==> config.mk <==
export PLATFORM = sky130hd
export DESIGN_NAME = keccak_pi_engine_flat
export DESIGN_NICKNAME = d
export VERILOG_FILES = /design/src/rtl/keccak_pi_engine_if.sv /design/src/rtl/keccak_pi_engine.sv /design/src/flat_wrapper.sv
export SDC_FILE = /design/constraint.sdc
export NUM_CORES = 1
export LEC_CHECK = 0
export BUFFER_PORTS_ARGS = -buffer_cell sky130_fd_sc_hd__buf_2
export CAP_MARGIN = 20
export CORE_MARGIN = 1.5
export CORE_UTILIZATION = 35
export DETAILED_ROUTE_END_ITERATION = 8
export PLACE_DENSITY = 0.59
export SLEW_MARGIN = 20
export SYNTH_ARGS = -nofsm -noshare
export SYNTH_HDL_FRONTEND = slang
export SYNTH_SLANG_ARGS = --single-unit
==> constraint.sdc <==
create_clock -name clock -period 3.1 [get_ports clock]
set_input_delay 0.155 -clock clock [delete_from_list [all_inputs] [get_ports clock]]
set_output_delay 0.155 -clock clock [all_outputs]
set_load 0.02 [all_outputs]
==> src/rtl/keccak_pi_engine_if.sv <==
// Bus bundle between the round controller / state RAM side (master) and the
// slice-serial Keccak pi engine (slave).
interface keccak_pi_engine_if #(
  parameter int ADDR_W = 6
);
  logic              start;
  logic              mode;
  logic [ADDR_W-1:0] src_base;
  logic [ADDR_W-1:0] dst_base;
  logic [0:24]       mem_rdata;
  logic [ADDR_W-1:0] mem_adr;
  logic              mem_rd;
  logic              mem_wr;
  logic [0:24]       mem_wdata;
  logic              busy;
  logic              done;

  modport master (
    output start, mode, src_base, dst_base, mem_rdata,
    input  mem_adr, mem_rd, mem_wr, mem_wdata, busy, done
  );

  modport slave (
    input  start, mode, src_base, dst_base, mem_rdata,
    output mem_adr, mem_rd, mem_wr, mem_wdata, busy, done
  );
endinterface

==> src/rtl/keccak_pi_engine.sv <==
// Slice-serial Keccak pi engine: read slice, permute its 25 lanes, write to the
// destination block. Define KECCAK_PI_INVERSE_EN to build the inverse-pi path.
module keccak_pi_engine #(
  parameter int SLICES = 64,
  parameter int ADDR_W = 6,
  parameter int RD_LAT = 1
) (
  input  logic         clock,
  input  logic         reset,
  keccak_pi_engine_if.slave bus
);
  localparam int K_W  = $clog2(SLICES + 1);
  localparam int WT_W = (RD_LAT > 1) ? $clog2(RD_LAT) : 1;
  localparam logic [K_W-1:0]  K_LAST  = K_W'(SLICES - 1);
  localparam logic [WT_W-1:0] WT_LAST = WT_W'(RD_LAT - 1);

  typedef enum logic [2:0] {IDLE, RD, WT, WR, FIN} state_t;

  state_t            state, state_nxt;
  logic [K_W-1:0]    k, k_nxt;
  logic [WT_W-1:0]   wt_cnt, wt_cnt_nxt;
  logic [ADDR_W-1:0] src_q, dst_q, src_sel;
  logic [ADDR_W-1:0] adr_q, adr_nxt;
  logic              rd_q, rd_nxt, wr_q, wr_nxt;
  logic              busy_q, busy_nxt, done_q, done_nxt;
  logic [0:24]       wdata_q, perm;
  logic              capture;

  function automatic logic [0:24] pi_fwd(input logic [0:24] din);
    logic [0:24] dout;
    logic [4:0]  dst;
    dout = '0;
    for (int r = 0; r < 5; r++) begin
      for (int c = 0; c < 5; c++) begin
        dst = 5'(5 * ((2 * c + 3 * r + 2) % 5) + r);
        dout[dst] = din[5*r+c];
      end
    end
    return dout;
  endfunction

`ifdef KECCAK_PI_INVERSE_EN
  logic mode_q;

  function automatic logic [0:24] pi_inv(input logic [0:24] din);
    logic [0:24] dout;
    logic [4:0]  src;
    dout = '0;
    for (int r = 0; r < 5; r++) begin
      for (int c = 0; c < 5; c++) begin
        src = 5'(5 * ((2 * c + 3 * r + 2) % 5) + r);
        dout[5*r+c] = din[src];
      end
    end
    return dout;
  endfunction

  assign perm = mode_q ? pi_inv(bus.mem_rdata) : pi_fwd(bus.mem_rdata);
`else
  wire unused_mode = bus.mode;
  assign perm = pi_fwd(bus.mem_rdata);
`endif

  // NOTE: every signal driven here gets a default first so no path can infer a latch.
  always_comb begin
    state_nxt  = state;
    k_nxt      = k;
    wt_cnt_nxt = wt_cnt;
    unique case (state)
      IDLE: if (bus.start) begin
        state_nxt = RD;
        k_nxt     = '0;
      end
      RD: begin
        state_nxt  = WT;
        wt_cnt_nxt = '0;
      end
      WT: if (wt_cnt == WT_LAST) state_nxt = WR;
          else wt_cnt_nxt = wt_cnt + 1'b1;
      WR: if (k == K_LAST) state_nxt = FIN;
          else begin
            state_nxt = RD;
            k_nxt     = k + 1'b1;
          end
      FIN:     state_nxt = IDLE;
      default: state_nxt = IDLE;
    endcase

    // Outputs are registered, so they are derived from the state being entered.
    src_sel  = (state == IDLE) ? bus.src_base : src_q;
    adr_nxt  = adr_q;
    rd_nxt   = 1'b0;
    wr_nxt   = 1'b0;
    if (state_nxt == RD) begin
      adr_nxt = src_sel + ADDR_W'(k_nxt);
      rd_nxt  = 1'b1;
    end else if (state_nxt == WR) begin
      adr_nxt = dst_q + ADDR_W'(k_nxt);
      wr_nxt  = 1'b1;
    end
    busy_nxt = (state_nxt == RD) || (state_nxt == WT) || (state_nxt == WR);
    done_nxt = (state_nxt == FIN);
    capture  = (state == WT) && (wt_cnt == WT_LAST);
  end

  // NOTE: sequential state uses non-blocking assignments only, so every register
  // samples pre-edge values regardless of block ordering.
  always_ff @(posedge clock or posedge reset) begin
    if (reset) begin
      state   <= IDLE;
      k       <= '0;
      wt_cnt  <= '0;
      src_q   <= '0;
      dst_q   <= '0;
      adr_q   <= '0;
      rd_q    <= 1'b0;
      wr_q    <= 1'b0;
      wdata_q <= '0;
      busy_q  <= 1'b0;
      done_q  <= 1'b0;
`ifdef KECCAK_PI_INVERSE_EN
      mode_q  <= 1'b0;
`endif
    end else begin
      state  <= state_nxt;
      k      <= k_nxt;
      wt_cnt <= wt_cnt_nxt;
      adr_q  <= adr_nxt;
      rd_q   <= rd_nxt;
      wr_q   <= wr_nxt;
      busy_q <= busy_nxt;
      done_q <= done_nxt;
      if (state == IDLE && bus.start) begin
        src_q  <= bus.src_base;
        dst_q  <= bus.dst_base;
`ifdef KECCAK_PI_INVERSE_EN
        mode_q <= bus.mode;
`endif
      end
      if (capture) wdata_q <= perm;
    end
  end

  assign bus.mem_adr   = adr_q;
  assign bus.mem_rd    = rd_q;
  assign bus.mem_wr    = wr_q;
  assign bus.mem_wdata = wdata_q;
  assign bus.busy      = busy_q;
  assign bus.done      = done_q;
endmodule

==> src/flat_wrapper.sv <==
// flat-port wrapper written by rule: the top's interface ports become plain ports
module keccak_pi_engine_flat 
#(
  parameter int SLICES = 64,
  parameter int ADDR_W = 6,
  parameter int RD_LAT = 1
)
  (clock, reset, bus_start, bus_mode, bus_src_base, bus_dst_base, bus_mem_rdata, bus_mem_adr, bus_mem_rd, bus_mem_wr, bus_mem_wdata, bus_busy, bus_done);
  keccak_pi_engine_if #(.ADDR_W(ADDR_W)) bus_i ();
  input  logic clock;
  input  logic reset;
  input wire logic [$bits(bus_i.start)-1:0] bus_start;
  input wire logic [$bits(bus_i.mode)-1:0] bus_mode;
  input wire logic [$bits(bus_i.src_base)-1:0] bus_src_base;
  input wire logic [$bits(bus_i.dst_base)-1:0] bus_dst_base;
  input wire logic [$bits(bus_i.mem_rdata)-1:0] bus_mem_rdata;
  output wire logic [$bits(bus_i.mem_adr)-1:0] bus_mem_adr;
  output wire logic [$bits(bus_i.mem_rd)-1:0] bus_mem_rd;
  output wire logic [$bits(bus_i.mem_wr)-1:0] bus_mem_wr;
  output wire logic [$bits(bus_i.mem_wdata)-1:0] bus_mem_wdata;
  output wire logic [$bits(bus_i.busy)-1:0] bus_busy;
  output wire logic [$bits(bus_i.done)-1:0] bus_done;
  assign bus_i.start = bus_start;
  assign bus_i.mode = bus_mode;
  assign bus_i.src_base = bus_src_base;
  assign bus_i.dst_base = bus_dst_base;
  assign bus_i.mem_rdata = bus_mem_rdata;
  assign bus_mem_adr = bus_i.mem_adr;
  assign bus_mem_rd = bus_i.mem_rd;
  assign bus_mem_wr = bus_i.mem_wr;
  assign bus_mem_wdata = bus_i.mem_wdata;
  assign bus_busy = bus_i.busy;
  assign bus_done = bus_i.done;
  keccak_pi_engine #(.SLICES(SLICES), .ADDR_W(ADDR_W), .RD_LAT(RD_LAT)) u_core (.clock(clock), .reset(reset), .bus(bus_i));
endmodule
Word level (Yosys, flattened, before mapping)
Cells that the tools add are included.
{"block": "classes", "div": 0, "order_cmp": 0, "muxes": 15, "bitwise_logic": 1, "mul": 0, "eq_ne": 10, "n_reduce_logical": 9, "n_addsub": 4, "shift": 0}
{"cell": "$mux 6", "count": 3}
{"cell": "$mux 7", "count": 2}
{"cell": "$pmux 7 s2", "count": 1}
{"cell": "$add 6x6->6", "count": 2}
{"cell": "$eq 3x2->1 const B", "count": 4}
{"cell": "$pmux 3 s4", "count": 1}
{"cell": "$mux 3", "count": 3}
{"cell": "$add 7x1->7 const B", "count": 1}
{"cell": "$eq 7x6->1 const B", "count": 1}
{"cell": "$eq 3x1->1 const B", "count": 2}
{"cell": "$reduce_bool 2->1", "count": 3}
{"cell": "$mux 1", "count": 4}
{"cell": "$ne 2x2->1 const B", "count": 2}
{"cell": "$eq 3x3->1 const B", "count": 1}
{"cell": "$logic_not 3->1", "count": 1}
{"cell": "$reduce_and 3->1", "count": 1}
{"cell": "$logic_and 1x1->1", "count": 2}
{"cell": "$logic_or 1x1->1", "count": 2}
{"cell": "$pmux 1 s2", "count": 1}
{"cell": "$add 1x1->1 const B", "count": 1}
{"cell": "$not 1->1", "count": 1}
{"block": "word_totals", "wordCells": 51, "rom_bits": 0, "latch_bits": 0, "inputBits": 41, "mem_count": 0, "output_inout_bits": 35, "reg_bits": 58, "ram_bits": 0}

Longest topological paths before layout
{"block": "depth", "ltp_word": 6, "depth_mapped": 15, "ltp_nobuf": 14}

Least setup slack after synthesis
No wires, ideal clock.
{"block": "synth_timing", "kind": "register to register", "startpoint": "reg u_core.state[1]", "endpoint": "reg u_core.adr_q[4], in the netlist u_core.bus.mem_adr[4]", "path_stages_with_launch": 15, "path_slack_ns": 0.417, "arrival_time_ns": 2.600, "setup_ns": 0.083, "required_ns": 3.017, "synth_period_minus_slack_ns": 2.683, "path_buffers": 1, "cell_sequence": "dfrtp_1 nor3_4 nand2_2 a21oi_4 buf_2 nor2_1 a21oi_1 ha_1 inv_1 fa_1 inv_1 a21o_1 a21oi_1 xor2_1 o21ai_0"}
{"block": "synth_between", "elab_chain_cells": 5, "elab_cells_between_ends": 16, "classes_between": "2 x add/sub; 5 x eq/ne; 7 x mux; 2 x reduce/logical"}
{"item": "start, declared", "line_no": "keccak_pi_engine.sv:19", "source": "state_t state, state_nxt;"}
{"item": "start signal, assigned", "line_no": "keccak_pi_engine.sv:125", "source": "state <= state_nxt;"}
{"item": "$eq 3x2->1 / $logic_not 3->1 (equally long branches)", "line_no": "keccak_pi_engine.sv:69, keccak_pi_engine.sv:90"}
{"item": "$pmux 7 s2", "line_no": "keccak_pi_engine.sv:69", "source": "unique case (state)"}
{"item": "$add 6x6->6", "line_no": "keccak_pi_engine.sv:98", "source": "adr_nxt = dst_q + ADDR_W'(k_nxt);"}
{"item": "$mux 6", "line_no": "keccak_pi_engine.sv:97", "source": "end else if (state_nxt == WR) begin"}
{"item": "$mux 6", "line_no": "keccak_pi_engine.sv:94", "source": "if (state_nxt == RD) begin"}
{"item": "end signal, assigned", "line_no": "keccak_pi_engine.sv:128", "source": "adr_q <= adr_nxt;"}
{"item": "end, declared", "line_no": "keccak_pi_engine.sv:23", "source": "logic [ADDR_W-1:0] adr_q, adr_nxt;"}
Several ways; a longest one is shown, not always the timed one. The select of a mux whose other input is x is not followed.
A chain may end at the register's enable or synchronous reset.

Worst setup path after layout
{"block": "layout_timing", "startpoint": "reg u_core.k[0]", "endpoint": "reg u_core.adr_q[5], in the netlist u_core.bus.mem_adr[5]"}
{"block": "layout_between", "elab_cells_between_ends": 14, "classes_between": "3 x add/sub; 3 x eq/ne; 7 x mux; 1 x reduce/logical"}
{"item": "start, declared", "line_no": "keccak_pi_engine.sv:20", "source": "logic [K_W-1:0] k, k_nxt;"}
{"item": "start signal, assigned", "line_no": "keccak_pi_engine.sv:126", "source": "k <= k_nxt;"}
{"item": "$eq 7x6->1 *", "line_no": "keccak_pi_engine.sv:80", "source": "WR: if (k == K_LAST) state_nxt = FIN;"}
{"item": "$mux 3 *", "line_no": "keccak_pi_engine.sv:80"}
{"item": "$pmux 3 s4 *", "line_no": "keccak_pi_engine.sv:69"}
{"item": "named net u_core.state_nxt[2]", "line_no": "keccak_pi_engine.sv:19"}
{"item": "$eq 3x1->1 / $eq 3x2->1 (equally long branches)", "line_no": "keccak_pi_engine.sv:94, keccak_pi_engine.sv:97"}
{"item": "$mux 6 / $reduce_bool 2->1 (equally long branches)"}
The timed path passes the listed nets; every way through them passes the cells marked *. The select of a mux whose other input is x is not followed.

==> flow_summary_export.csv <==
group,metric,value,unit
cts,clkSinkCount,57,
timing,worstMarginPinSlew,0.776,ns
pwr,leakage,1.67,nW
routing,drtAntennaViolNets,0,
final_layout,register_area,1430,um2
global_routing,antenna_found_initial,0,
final_layout,fin_cells,408,
synth,synthFlopType,"dfrtp_1",
floorplanning,ios,76,
final_layout,final_common_cell,"buf_2",
worst_setup_path,rr_worst_depth,14,
synth,synth-edff-count,0,
timing,post-route-min-period,2.89,ns
floorplanning,core.rowCount,30,
min_path,hold_path.class,"in2reg",
worst_setup_path,required,3.35,ns
final_layout,finalInstanceArea,3340,um2
timing,drv_slew,0,
routing,vias,1840,
pwr,ir_drop,0.522,mV
floorplanning,initial_utilization,36.9,%
timing,fin_worst_skew,0.00918,ns
job,cap_viol_max_count,0,
synth,synth_async_sr_flop_share,100,%
global_routing,grt_max_degree,38,
cts,h-tree-depth,3,
floorplanning,die_width,88.3,um
timing,maxSlewHeadroom,48.2,%
worst_setup_path,start_kind,"flop",
timing,finalSetupViolations,0,
min_path,whs_path_depth,3,
worst_setup_path,path_max_fanout,7,
global_routing,grt_overflow,0,
floorplanning,coreArea,6910,um2
synth,syn_nets,269,
synth,synth_area_per_cell,11.5,um2
run_status,status,"finished clean",
routing,drc_errors,0,
placement,port_buffers,74,
cts,clkTransAtPathRegs,0.06,ns
floorplanning,die_h,88.3,um
final_layout,layout-drive-gt1-share,43.6,%
synth,synth_top_area_cell,"dfrtp_1",
timing,worst_slack,0.208,ns
placement,dpl_cell_area,3050,um2
timing,final.setup.tns,0,ns
final_layout,nets,356,
timing,fin_crit_sh,93.3,%
synth,yosys_warnings,0,
worst_setup_path,endpoint_kind,"flop",
timing,fmax,346,MHz
global_routing,grt_pass1_vias,1862,
final_layout,final_cell_mix,"buf_2, dfrtp_1, nand2_1",
placement,dp_hpwl,3720,um
routing,wl_per_cell,12.7,um
routing,drt_iter0_markers,66,
routing,wirelength,5180,um
synth,ys_ff_latch,57,
synth,synth_top_area_share,56.0,%
synth,netlist_instances,221,
floorplanning,dieArea,7800,um2
placement,gp_congestion,0.770,
synth,ys_top_cells_by_area,"dfrtp_1, mux2_2, nand2_1",
routing,firstDrtPassIters,4,
timing,finalHoldViolations,0,
placement,post-place-ws,0.127,ns
final_layout,fin_util,48.3,%
cts,ctsLongestPathBuffers,2,
final_layout,multi_input_area,1070,um2
synth,ys_seq_area_share,56.0,%
final_layout,area_growth,31.0,%
timing,whs,0.0144,ns
cts,cts_made_buffers,9,
routing,viasPerCell,4.51,
synth,syn_area,2550,um2
global_routing,grt.total_usage,14.7,%
cts,cts_tree,"done",
cts,worstSkewPairLatency,0.33,ns
synth,yosysUniqueCellTypes,34,
final_layout,diodes,0,
worst_setup_path,path_class,"reg2reg",
pwr,power_density,1220,nW/um2
placement,dp.cells,389,
global_routing,grt_pass1_wl,8630,um
final_layout,nFillCells,670,
cts,clockRootBuffer,"clkbuf_8",
worst_setup_path,arrival,3.14,ns
pwr,total_power,4.07,mW
[final cells by class]
cell class,instances,area share [%]
Sequential cell,57,42.7
Multi-Input combinational cell,147,32.0
Timing Repair Buffer,84,13.4
Clock buffer,10,4.12
Tap cell,96,3.60
Clock inverter,5,3.11
Inverter,9,1.01
[cells by family (layout without fill, tap and decap cells)]
group | after synthesis | in the layout | synth area share [%]
and+or+nand+nor | 75 | 75 | 14.7
xor gates and xnor gates | 5 | 5 | 2.26
DFF | 57 | 57 | 56.0
AOI/OAI and AO/OA | 27 | 27 | 6.39
adders and majority gates | 7 | 7 | 3.73
buffers and inverters | 17 | 108 | 2.65
muxes | 33 | 33 | 14.2
[synthesized netlist by cell type, drive strengths merged (4+ instances only)]
master	n
dfrtp	57
nand2	46
mux2	26
a21oi	15
nor2	12
inv	9
mux2i	7
ha	6
clkbuf	5
o21ai	5
nand3	4
[report_power, final]
| group | switching (mW) | leakage (nW) | internal, mW | total [mW] |
|---|---|---|---|---|
| Sequential | 0.187 | 0.695 | 1.09 | 1.28 |
| Combinational | 1.08 | 0.852 | 0.853 | 1.93 |
| Clock | 0.300 | 0.122 | 0.551 | 0.851 |
[what timing repair did]
item / 4_1_cts / 5_1_grt
gates resized for setup: 0 / 3
hold buffers: 1 / 0
endpoints found under the setup margin: 0 / 2
setup buffers: 0 / 3
hold endpoints to repair: 28 / 0
[layer usage]
metal	vias to the layer above	global-route usage (%)	routed length, um
li1	919	-	-
met1	886	18.5	2370
met2	25	24.3	2580
met3	10	2.99	123
met4	0	7.24	110
met5	-	0	0
[worst max-delay path: stages, from the launching register on]
cell      delay, ns
dfrtp_1        0.41
ha_1           0.25
and4b_1        0.26
nor3b_4        0.17
a21oi_4        0.22
buf_4          0.15
buf_4          0.13
nor2_1         0.05
a21oi_1        0.18
ha_1           0.28
inv_1          0.09
o21bai_1       0.09
a21oi_1        0.16
xnor3_1        0.23
a21oi_1        0.15
[state kept, by name (all words and copies together), names as in the netlist]
register	count
u_core.bus.busy	1
u_core.bus.done	1
u_core.bus.mem_adr	6
u_core.bus.mem_rd	1
u_core.bus.mem_wdata	25
u_core.bus.mem_wr	1
u_core.dst_q	6
u_core.k	7
u_core.src_q	6
u_core.state	3
[path summary, 6_finish.rpt]
check | start | slack [ns] | end
max in group asynchronous | reset | 1.81 | u_core.k[1]$_DFF_PP0_
max | u_core.k[0]$_DFF_PP0_ | 0.21 | u_core.bus.mem_adr[5]$_DFFE_PP0P_
min | bus_dst_base[3] | 0.01 | u_core.dst_q[3]$_DFFE_PP0P_
min in group asynchronous | reset | 0.52 | u_core.bus.mem_wdata[21]$_DFFE_PP0P_
max reg2reg | u_core.k[0]$_DFF_PP0_ | 0.21 | u_core.bus.mem_adr[5]$_DFFE_PP0P_
min reg2reg | u_core.src_q[0]$_DFFE_PP0P_ | 0.48 | u_core.src_q[0]$_DFFE_PP0P_
(Power assumes the default switching activity.)
